$ cat src/rtl/vga_timing_gen.sv
// Parametrised raster timing generator: h/v counters, registered sync/blank/strobes,
// frame counter and a ce-qualified delayed copy of sync/de for downstream pipelines.
module vga_timing_gen #(
  parameter int   H_ACTIVE = 640,
  parameter int   H_FP     = 16,
  parameter int   H_SYNC   = 96,
  parameter int   H_BP     = 48,
  parameter int   V_ACTIVE = 480,
  parameter int   V_FP     = 10,
  parameter int   V_SYNC   = 2,
  parameter int   V_BP     = 33,
  parameter logic HS_POL   = 1'b0,
  parameter logic VS_POL   = 1'b0,
  parameter int   CW       = 11,
  parameter int   FW       = 8,
  parameter int   DLY      = 2
) (
  input  logic          clk_p,
  input  logic          rst,
  input  logic          ce,
  input  logic          restart,
  output logic          hsync,
  output logic          vsync,
  output logic          de,
  output logic [CW-1:0] x,
  output logic [CW-1:0] y,
  output logic          sol,
  output logic          sof,
  output logic [FW-1:0] frame_cnt,
  output logic          hsync_d,
  output logic          vsync_d,
  output logic          de_d
);

  localparam int H_TOTAL = H_ACTIVE + H_FP + H_SYNC + H_BP;
  localparam int V_TOTAL = V_ACTIVE + V_FP + V_SYNC + V_BP;

  localparam logic [CW-1:0] H_LAST = CW'(H_TOTAL - 1);
  localparam logic [CW-1:0] H_ACT  = CW'(H_ACTIVE);
  localparam logic [CW-1:0] H_SS   = CW'(H_ACTIVE + H_FP);
  localparam logic [CW-1:0] H_SE   = CW'(H_ACTIVE + H_FP + H_SYNC);
  localparam logic [CW-1:0] V_LAST = CW'(V_TOTAL - 1);
  localparam logic [CW-1:0] V_ACT  = CW'(V_ACTIVE);
  localparam logic [CW-1:0] V_SS   = CW'(V_ACTIVE + V_FP);
  localparam logic [CW-1:0] V_SE   = CW'(V_ACTIVE + V_FP + V_SYNC);

  logic [CW-1:0] h;
  logic [CW-1:0] v;
  logic          h_last;
  logic          v_last;

  assign h_last = (h == H_LAST);
  assign v_last = (v == V_LAST);

  // restart wins over the frame wrap, so a restart on the last pixel does not count a frame
  always_ff @(posedge clk_p or negedge rst) begin
    if (!rst) begin
      h         <= '0;
      v         <= '0;
      frame_cnt <= '0;
    end else if (ce) begin
      if (restart) begin
        h <= '0;
        v <= '0;
      end else if (h_last) begin
        h <= '0;
        if (v_last) begin
          v         <= '0;
          frame_cnt <= frame_cnt + 1'b1;
        end else begin
          v <= v + 1'b1;
        end
      end else begin
        h <= h + 1'b1;
      end
    end
  end

  logic          de_n;
  logic          hs_n;
  logic          vs_n;
  logic [CW-1:0] x_n;
  logic [CW-1:0] y_n;

  always_comb begin
    de_n = (h < H_ACT) && (v < V_ACT);
    hs_n = ((h >= H_SS) && (h < H_SE)) ? HS_POL : ~HS_POL;
    vs_n = ((v >= V_SS) && (v < V_SE)) ? VS_POL : ~VS_POL;
    x_n  = de_n ? h : '0;
    y_n  = de_n ? v : '0;
  end

  always_ff @(posedge clk_p or negedge rst) begin
    if (!rst) begin
      hsync <= ~HS_POL;
      vsync <= ~VS_POL;
      de    <= 1'b0;
      x     <= '0;
      y     <= '0;
      sol   <= 1'b0;
      sof   <= 1'b0;
    end else if (ce) begin
      hsync <= hs_n;
      vsync <= vs_n;
      de    <= de_n;
      x     <= x_n;
      y     <= y_n;
      sol   <= (h == '0);
      sof   <= (h == '0) && (v == '0);
    end
  end

  generate
    if (DLY == 0) begin : g_no_dly
      assign hsync_d = hsync;
      assign vsync_d = vsync;
      assign de_d    = de;
    end else begin : g_dly
      // each stage holds {hsync, vsync, de}; stage 0 takes the registered outputs
      logic [2:0] stage [DLY];

      always_ff @(posedge clk_p or negedge rst) begin
        if (!rst) begin
          for (int i = 0; i < DLY; i++) stage[i] <= {~HS_POL, ~VS_POL, 1'b0};
        end else if (ce) begin
          stage[0] <= {hsync, vsync, de};
          for (int i = 1; i < DLY; i++) stage[i] <= stage[i-1];
        end
      end

      assign {hsync_d, vsync_d, de_d} = stage[DLY-1];
    end
  endgenerate

endmodule

$ cat config.mk
export PLATFORM = sky130hd
export DESIGN_NAME = vga_timing_gen
export DESIGN_NICKNAME = d
export VERILOG_FILES = /design/src/rtl/vga_timing_gen.sv
export SDC_FILE = /design/constraint.sdc
export NUM_CORES = 1
export LEC_CHECK = 0
export ABC_AREA = 1
export BUFFER_PORTS_ARGS = -buffer_cell sky130_fd_sc_hd__clkbuf_2
export CORE_MARGIN = 4
export CORE_UTILIZATION = 42
export CTS_CLUSTER_DIAMETER = 100
export DETAILED_ROUTE_END_ITERATION = 16
export PLACE_DENSITY = 0.73
export SLEW_MARGIN = 20
export SYNTH_ARGS = -nofsm -noshare
export SYNTH_HDL_FRONTEND = slang
export SYNTH_SLANG_ARGS = --single-unit
$ cat constraint.sdc
create_clock -name clk_p -period 1.8 [get_ports clk_p]
set_input_delay 0.54 -clock clk_p [delete_from_list [all_inputs] [get_ports clk_p]]
set_output_delay 0.54 -clock clk_p [all_outputs]
set_load 0.01 [all_outputs]
==> results.toml, run 1 <==
[timing]
relSlewSlack_pct = 72.5
slew_violations = 0
fin_setup_tns_ns = 0
whs_ns = 0.201
setup_viol = 0
finalHoldViolCount = 0
fin_skew_ns = 0.00526
worst_pin_slew_ns = 0.411
min_period_ns = 1.70
timing.fmax_mhz = 589
fin_crit_sh_pct = 94.4

[floorplanning]
pin_count = 42
core.rowCount = 31
fp.dieW_um = 93.9
start_util_pct = 42.9
die_area_mm2 = 0.00881
die_h_um = 93.9
core-area_mm2 = 0.00721

[drt]
first_iter_violations = 151
first_pass_iters = 4
drc_errors = 0
vias = 2692
wl_per_cell_um = 12.8
drt-total-wl_um = 6990
ant_nets = 0
vias_per_cell = 4.92

[job]
drv_cap = 0

[final_layout]
num-fill-cells = 700
fin_cells = 547
area_growth_pct = 19.8
nets = 452
antenna_cells = 0
design_area_mm2 = 0.00371
drive_gt1_share_pct = 23.0

[synth]
synth_area_leaders = "dfrtp_1, nand2_1, o21ai_0"
syn-instance-count = 382
synth.distinct_cells = 30
synth_seq_area_share_pct = 51.2
synth_edf_count = 0
yosys-top-cells-count = "nand2_1, dfrtp_1, inv_1"
ys_ff_latch = 63
yosysMostFrequentCell = "nand2_1"
synth_flop_cell = "dfrtp_1"
syn_area_per_cell_um2 = 8.10
syn-num-nets = 391
yosysTopAreaCell = "dfrtp_1"
synth_warnings = 0
synth_top_area_share_pct = 46.1
synthArstFlopShare_pct = 100
netlist_area_mm2 = 0.00310

[clock_tree]
cts.clk_slew.worst_paths_ns = 0.07
cts_tree = "yes"
clockRootBuffer = "clkbuf_8"
cts_buffer_depth = 2
cts.sinks = 63
cts_buffers = 9
cts_hold_buf = 0
clk_latency_ns = 0.34
h-tree-depth = 3

[global_route]
grt_pass1_vias = 2584
grt_max_degree = 64
gr-total-overflow = 0
grt_usage_pct = 16.8
grt_pass1_wl_um = 11800
antenna_found_initial = 0

[power]
leakagePower_nw = 1.91
vdd_ir_drop_max_mv = 0.321
p_total_mw = 3.00
power.density_mw_per_mm2 = 810

[worst_setup_path]
crit_fanout = 6
rr_startpoint = "h[1]"
critPathCaptureType = "flop"
worstPathRequired_ns = 2.04
cp-startpoint = "h[1]"
cp_data_arrival_time_ns = 1.94
start_kind = "flop"
critPathKind = "reg -> reg"
path_cells = "ha_2 -> nand3_2 -> nor2_2 -> nand2_2 -> a21oi_4 -> buf_4 -> nand3_1 -> o21ai_0"
cpMaxStageDelayCell = "dfrtp_1"
cpPeakStageDelay_ns = 0.39

[placement]
placed_cell_area_mm2 = 0.00349
dp.cells = 526
place_congestion = 0.947
dp_hpwl_um = 5060
portBuffers = 41

[run_status]
status = "complete, no violations"

[min_path]
hp-class = "in -> async"
## per-layer routing
layer / GRT usage, % / vias to the layer above / share of wire (%)
li1: - / 1353 / -
met1: 22.1 / 1264 / 46
met2: 26.8 / 68 / 47
met3: 4.25 / 7 / 5.4
met4: 6.38 / 0 / 1.5
met5: 0 / - / 0
## where the power goes
group / internal (mW) / switching (mW) / total [mW]
registers: 1.51 / 0.0653 / 1.57
logic: 0.154 / 0.232 / 0.386
clock network: 0.491 / 0.552 / 1.04
## sequential cells by signal (all words and copies together) (netlist names)
signal / flops
de: 1
de_d: 1
frame_cnt: 8
g_dly.stage: 3
h: 11
hsync: 1
hsync_d: 1
sof: 1
sol: 1
v: 11
vsync: 1
vsync_d: 1
x: 11
y: 11
## through the flow
stage / utilization [%] / worst slack [ns]
after floorplan: - / 0.304
after global placement: 48.4 / 0.140
after detailed placement: 48.4 / 0.0579
after CTS: 50.7 / 0.0506
after global routing: 51.4 / -0.0162
final: 51.4 / 0.102
## worst max-delay path, delay by kind of cell, from the launching register on
| kind | cells | cell delay [ns] |
|---|---|---|
| flops | 1 | 0.39 |
| fa+ha+maj | 1 | 0.23 |
| simple gates | 4 | 0.44 |
| buf+inv | 1 | 0.17 |
| compound gates | 2 | 0.37 |
## area by class of cell
class	count	area, um^2	area share, %
Multi-Input combinational cell	263	1290	34.9
Clock inverter	6	37.5	1.01
Clock buffer	10	128	3.44
Tap cell	99	124	3.34
Timing Repair Buffer	61	368	9.92
Sequential cell	63	1590	42.7
Inverter	45	171	4.62
## cells by family after synthesis
| family | share of synthesized area (%) |
|---|---|
| AO/OA/AOI/OAI | 9.01 |
| XOR/XNOR | 2.83 |
| adder cells (fa/ha/maj) | 2.02 |
| buffers and inverters | 7.40 |
| flip-flops | 51.2 |
| AND/OR/NAND/NOR | 27.6 |
## cells in the final DEF (no fill, tap or decap), types with 2 or more instances in the layout
cell type     n
nor3_1        9
clkbuf_2     41
inv_1        40
nand3_1      28
nor4_1        2
o21ai_2       4
nor2_2        3
dfstp_2       6
xor2_1        7
nand2_2       4
nor2_1       31
nand2_1     109
clkinv_2      3
o21ai_0      34
ha_1          4
a21oi_1       6
dfrtp_1      56
clkbuf_8      9
inv_2         4
xnor2_1       3
nand4_1      10
buf_4        19
clkinvlp_4    3
## timing repair
action	4_1_cts	5_1_grt
gates resized for setup	0	8
setup buffers	0	5
setup endpoints to repair	0	12
## worst paths after layout
| check | depth (start not counted) | end | slack [ns] |
|---|---|---|---|
| setup / recovery | 8 | v[0] | 0.10 |
| hold / removal | 2 | y[5] | 0.20 |
| setup reg to reg | 8 | v[0] | 0.10 |
| hold reg to reg | 2 | g_dly.stage[4] | 0.46 |
| max in group asynchronous | 2 | g_dly.stage[5] | 1.28 |
| min in group clk_p | 2 | g_dly.stage[4] | 0.46 |
No activity file was read; power rests on OpenSTA's default activity.
==> run 2, diff against run 1 <==
--- a/config.mk
+++ b/config.mk
@@ -9,6 +9,7 @@
 export BUFFER_PORTS_ARGS = -buffer_cell sky130_fd_sc_hd__clkbuf_2
 export CORE_MARGIN = 4
 export CORE_UTILIZATION = 42
+export CTS_BUF_LIST = sky130_fd_sc_hd__clkbuf_8
 export CTS_CLUSTER_DIAMETER = 100
 export DETAILED_ROUTE_END_ITERATION = 16
 export PLACE_DENSITY = 0.73
==> run 2 against run 1 <==
Net effect:
- fmax barely moved
- worst setup slack improved by 0.00051 ns
- clock-buffer cell count down 1
- non-clock buffer count stayed put
- critical path type unchanged
- highest routed layer unchanged
==> results.toml, run 2 (same netlist as run 1, synthesis figures left out) <==
[run_status]
status = "complete, no violations"

[final_layout]
final_cell_mix = "nand2_1, dfrtp_1, inv_1, clkbuf_2, o21ai_0"
nets = 452
area_growth_pct = 19.8
drive_gt1_share_pct = 23.0
mostFrequentLayoutCell = "nand2_1"
num-fill-cells = 700
antenna_cells = 0

[global_route]
grt_pass1_wl_um = 11800
grt_pass1_vias = 2584
gr-total-overflow = 0
antenna_found_initial = 0
grt_max_degree = 64
grt_usage_pct = 16.8

[drt]
first_pass_iters = 4
vias = 2692
first_iter_violations = 151
drc_errors = 0
ant_nets = 0
drt-total-wl_um = 7000
wl_per_cell_um = 12.8
vias_per_cell = 4.92

[power]
p_sw_mw = 0.850
clkPwrFrac_pct = 34.6
leakagePower_nw = 1.91
internal_power_mw = 2.15
swShare_pct = 28.3
pwr-share-comb_pct = 12.9
power.density_mw_per_mm2 = 809
p_seq_share_pct = 52.5
vdd_ir_drop_max_mv = 0.321

[placement]
dp_hpwl_um = 5060
portBuffers = 41
place_congestion = 0.947

[floorplanning]
pin_count = 42
fp.dieW_um = 93.9
start_util_pct = 42.9
die_h_um = 93.9
die_area_mm2 = 0.00881
core.rowCount = 31
core-area_mm2 = 0.00721

[min_path]
hp-class = "in -> async"

[clock_tree]
clockRootBuffer = "clkbuf_8"
cts_buffers = 9
cts_tree = "yes"
cts_hold_buf = 0
cts_buffer_depth = 2
h-tree-depth = 3
cts.clk_slew.worst_paths_ns = 0.07
cts.sinks = 63
clk_latency_ns = 0.34

[timing]
whs_ns = 0.201
finalHoldViolCount = 0
fin_crit_sh_pct = 94.3
fin_setup_tns_ns = 0
timing.fmax_mhz = 589
slew_violations = 0
worst_pin_slew_ns = 0.411
fin_skew_ns = 0.00568
min_period_ns = 1.70
relSlewSlack_pct = 72.5
setup_viol = 0

[worst_setup_path]
critPathKind = "reg -> reg"
r2r_slack_ns = 0.10
critPathCaptureType = "flop"
cp_data_arrival_time_ns = 1.94
start_kind = "flop"
crit_fanout = 6
worstPathRequired_ns = 2.04

[job]
drv_cap = 0
[run 2: metal layers]
layer | up-vias | track usage [%] | wire, um
li1 | 1353 | - | -
met4 | 0 | 6.38 | 104
met1 | 1264 | 22.1 | 3240
met2 | 68 | 26.8 | 3280
met5 | - | 0 | 0
met3 | 7 | 4.25 | 378
[run 2: timing repair]
item	in CTS	in global routing
endpoints found under the setup margin	0	12
buffers inserted	0	5
resized for setup	0	8
[run 2: worst max-delay path: stages, from the launching register on]
cell	delay [ns]
dfrtp_1	0.39
ha_2	0.23
nand3_2	0.12
nor2_2	0.14
nand2_2	0.11
a21oi_4	0.27
buf_4	0.17
nand3_1	0.07
o21ai_0	0.10
[run 2: power groups by stage]
stage                     logic (mW)  registers, mW  clock network [mW]
after detailed placement       0.369           1.60                   0
after global placement         0.359           1.59                   0
after global routing           0.434           1.58                1.13
final                          0.386           1.57                1.04
after CTS                      0.369           1.57                1.06
after floorplan                0.184           1.61                   0
[run 2: worst paths after layout]
kind | start | endpoint | cells after the start
setup reg to reg | h[1] | v[0] | 8
hold reg to reg | g_dly.stage[4] | g_dly.stage[4] | 2
setup / recovery | h[1] | v[0] | 8
max in group asynchronous | rst | g_dly.stage[5] | 2
hold / removal | rst | y[5] | 2
min in group clk_p | g_dly.stage[4] | g_dly.stage[4] | 2
[run 2: final cells by class]
class / instances / area, um^2 / area share [%]
inverter: 45 / 171 / 4.62
tap: 99 / 124 / 3.34
clock buffer: 9 / 124 / 3.34
multi-input combinational: 263 / 1290 / 34.9
sequential: 63 / 1590 / 42.7
clock inverter: 7 / 41.3 / 1.11
timing repair buffer: 61 / 368 / 9.92
[run 2: per-stage QoR]
| step | instances | area, um^2 | util [%] | power, mW | setup WS (ns) |
|---|---|---|---|---|---|
| 2_1_floorplan | 382 | 3100 | - | 1.80 | 0.304 |
| 3_3_place_gp | 526 | 3490 | 48.4 | 1.95 | 0.140 |
| 3_5_place_dp | 526 | 3490 | 48.4 | 1.97 | 0.0579 |
| 4_1_cts | 542 | 3660 | 50.7 | 3.01 | 0.0502 |
| 5_1_grt | 547 | 3710 | 51.4 | 3.15 | -0.0162 |
| 6_report | 547 | 3710 | 51.4 | 3.00 | 0.102 |
==> run 3, diff against run 2 <==
--- a/config.mk
+++ b/config.mk
@@ -12,7 +12,6 @@
 export CTS_BUF_LIST = sky130_fd_sc_hd__clkbuf_8
 export CTS_CLUSTER_DIAMETER = 100
 export DETAILED_ROUTE_END_ITERATION = 16
-export PLACE_DENSITY = 0.73
 export SLEW_MARGIN = 20
 export SYNTH_ARGS = -nofsm -noshare
 export SYNTH_HDL_FRONTEND = slang
==> run 3 against run 2 <==
Net effect:
- cell count is 0.37% lower
- die area stayed put
- non-clock buffer count is 2 lower
- largest power group unchanged
- sequential power hardly changed
==> results.toml, run 3 (same netlist as run 1, synthesis figures left out) <==
[floorplanning]
core.rowCount = 31
die_area_mm2 = 0.00881
core-area_mm2 = 0.00721
die_h_um = 93.9
pin_count = 42
start_util_pct = 42.9
fp.dieW_um = 93.9

[placement]
place_congestion = 0.870
portBuffers = 41
dp_hpwl_um = 5170
dp_slack_ns = 0.0734

[timing]
fin_setup_tns_ns = 0
relSlewSlack_pct = 75.6
slew_violations = 0
timing.fmax_mhz = 615
fin_crit_sh_pct = 90.4
min_period_ns = 1.63
whs_ns = 0.101
finalHoldViolCount = 0
setup_viol = 0
worst_pin_slew_ns = 0.366
fin_skew_ns = 0.00920
rsz0062_at_grt = "false"
setup_ws_ns = 0.173

[min_path]
hp-class = "in -> async"

[worst_setup_path]
start_kind = "flop"
rr_startpoint = "h[1]"
crit_fanout = 9
ff2ff_path_depth = 8
worstPathRequired_ns = 2.05
r2r_slack_ns = 0.17
reg2reg_to = "v[0]"
critPathCaptureType = "flop"
cp_data_arrival_time_ns = 1.87
critPathKind = "reg -> reg"

[global_route]
use_met3_pct = 4.17
use_met1_pct = 24.0
antenna_found_initial = 0
gr-total-overflow = 0
met2_usage_pct = 26.1
top_usage_layer = "met2"
grt_max_degree = 39
grt_usage_pct = 17.5
grt_pass1_wl_um = 12200
grt_pass1_vias = 2635

[drt]
drc_errors = 0
first_iter_violations = 159
vias_per_cell = 4.88
wl_per_cell_um = 12.9
vias = 2662
first_pass_iters = 4
drt-total-wl_um = 7040
ant_nets = 0

[power]
power.density_mw_per_mm2 = 918
leakagePower_nw = 1.96
vdd_ir_drop_max_mv = 0.382

[final_layout]
area_growth_pct = 22.4
antenna_cells = 0
final_cell_mix = "nand2_1, dfrtp_1, inv_1, clkbuf_2, o21ai_0"
nets = 450
mostFrequentLayoutCell = "nand2_1"
drive_gt1_share_pct = 21.7

[clock_tree]
cts.clk_slew.worst_paths_ns = 0.07
cts_hold_buf = 0
clockRootBuffer = "clkbuf_8"
clk_latency_ns = 0.34
h-tree-depth = 3
cts_buffers = 9
cts_tree = "yes"
cts.sinks = 63
cts_buffer_depth = 2

[run_status]
status = "complete, no violations"

[job]
drv_cap = 0
[run 3: cell types whose count changed in the layout (fill, tap and decap cells not counted), moves of 2 or more]
cell,previous run,this run
clkbuf_8,9,11
nor2_1,31,33
buf_4,19,16
bufinv_16,0,3
clkinv_2,3,1
nor2_2,3,1
clkinvlp_4,3,0
[run 3: report_power, final]
group	leakage (nW)	internal, mW	switching (mW)	total, mW
registers	0.840	1.51	0.0645	1.57
logic	0.991	0.142	0.225	0.367
clock network	0.130	0.995	0.543	1.54
[run 3: timing repair]
| item | 4_1_cts | 5_1_grt |
|---|---|---|
| gates resized for setup | 0 | 3 |
| buffers inserted | 0 | 3 |
| setup endpoints to repair | 0 | 9 |
[run 3: stage by stage]
stage	utilization, %	area (um^2)	total power, mW	instances
after floorplan	-	3100	1.80	382
after global placement	48.6	3500	1.97	526
after detailed placement	48.6	3500	1.97	526
after CTS	52.1	3760	3.53	542
after global routing	52.5	3790	3.65	545
final	52.5	3790	3.48	545
[run 3: final cells by class]
class,count,area (um^2)
clock buffer,11,151
clock inverter,5,104
fill,696,3430
inverter,45,171
multi-input combinational,263,1290
sequential,63,1580
tap,99,124
timing repair buffer,59,365
[run 3: critical path, stage by stage, from the launching register on]
cell	delay, ns
dfrtp_1	0.38
ha_1	0.21
nand3_2	0.12
nor2_2	0.14
nand2_2	0.10
a21oi_4	0.26
buf_12	0.16
nand3_1	0.07
o21ai_0	0.09
[run 3: metal layers]
layer	wire length (um)	vias to the layer above
met5	0	-
met4	49	0
met3	325	4
met2	3150	69
met1	3520	1245
li1	-	1344
[run 3: how the worst max path moves through the flow]
stage / slack, ns / cells past startpoint / start / to
final: 0.17 / 8 / h[1] / v[0]
after CTS: 0.06 / 11 / v[0] / frame_cnt[0]
after detailed placement: 0.07 / 11 / v[0] / frame_cnt[0]
after global placement: 0.11 / 11 / v[0] / frame_cnt[3]
after global routing: 0.008 / 11 / v[1] / frame_cnt[6]
after floorplan: 0.30 / 11 / v[0] / frame_cnt[2]
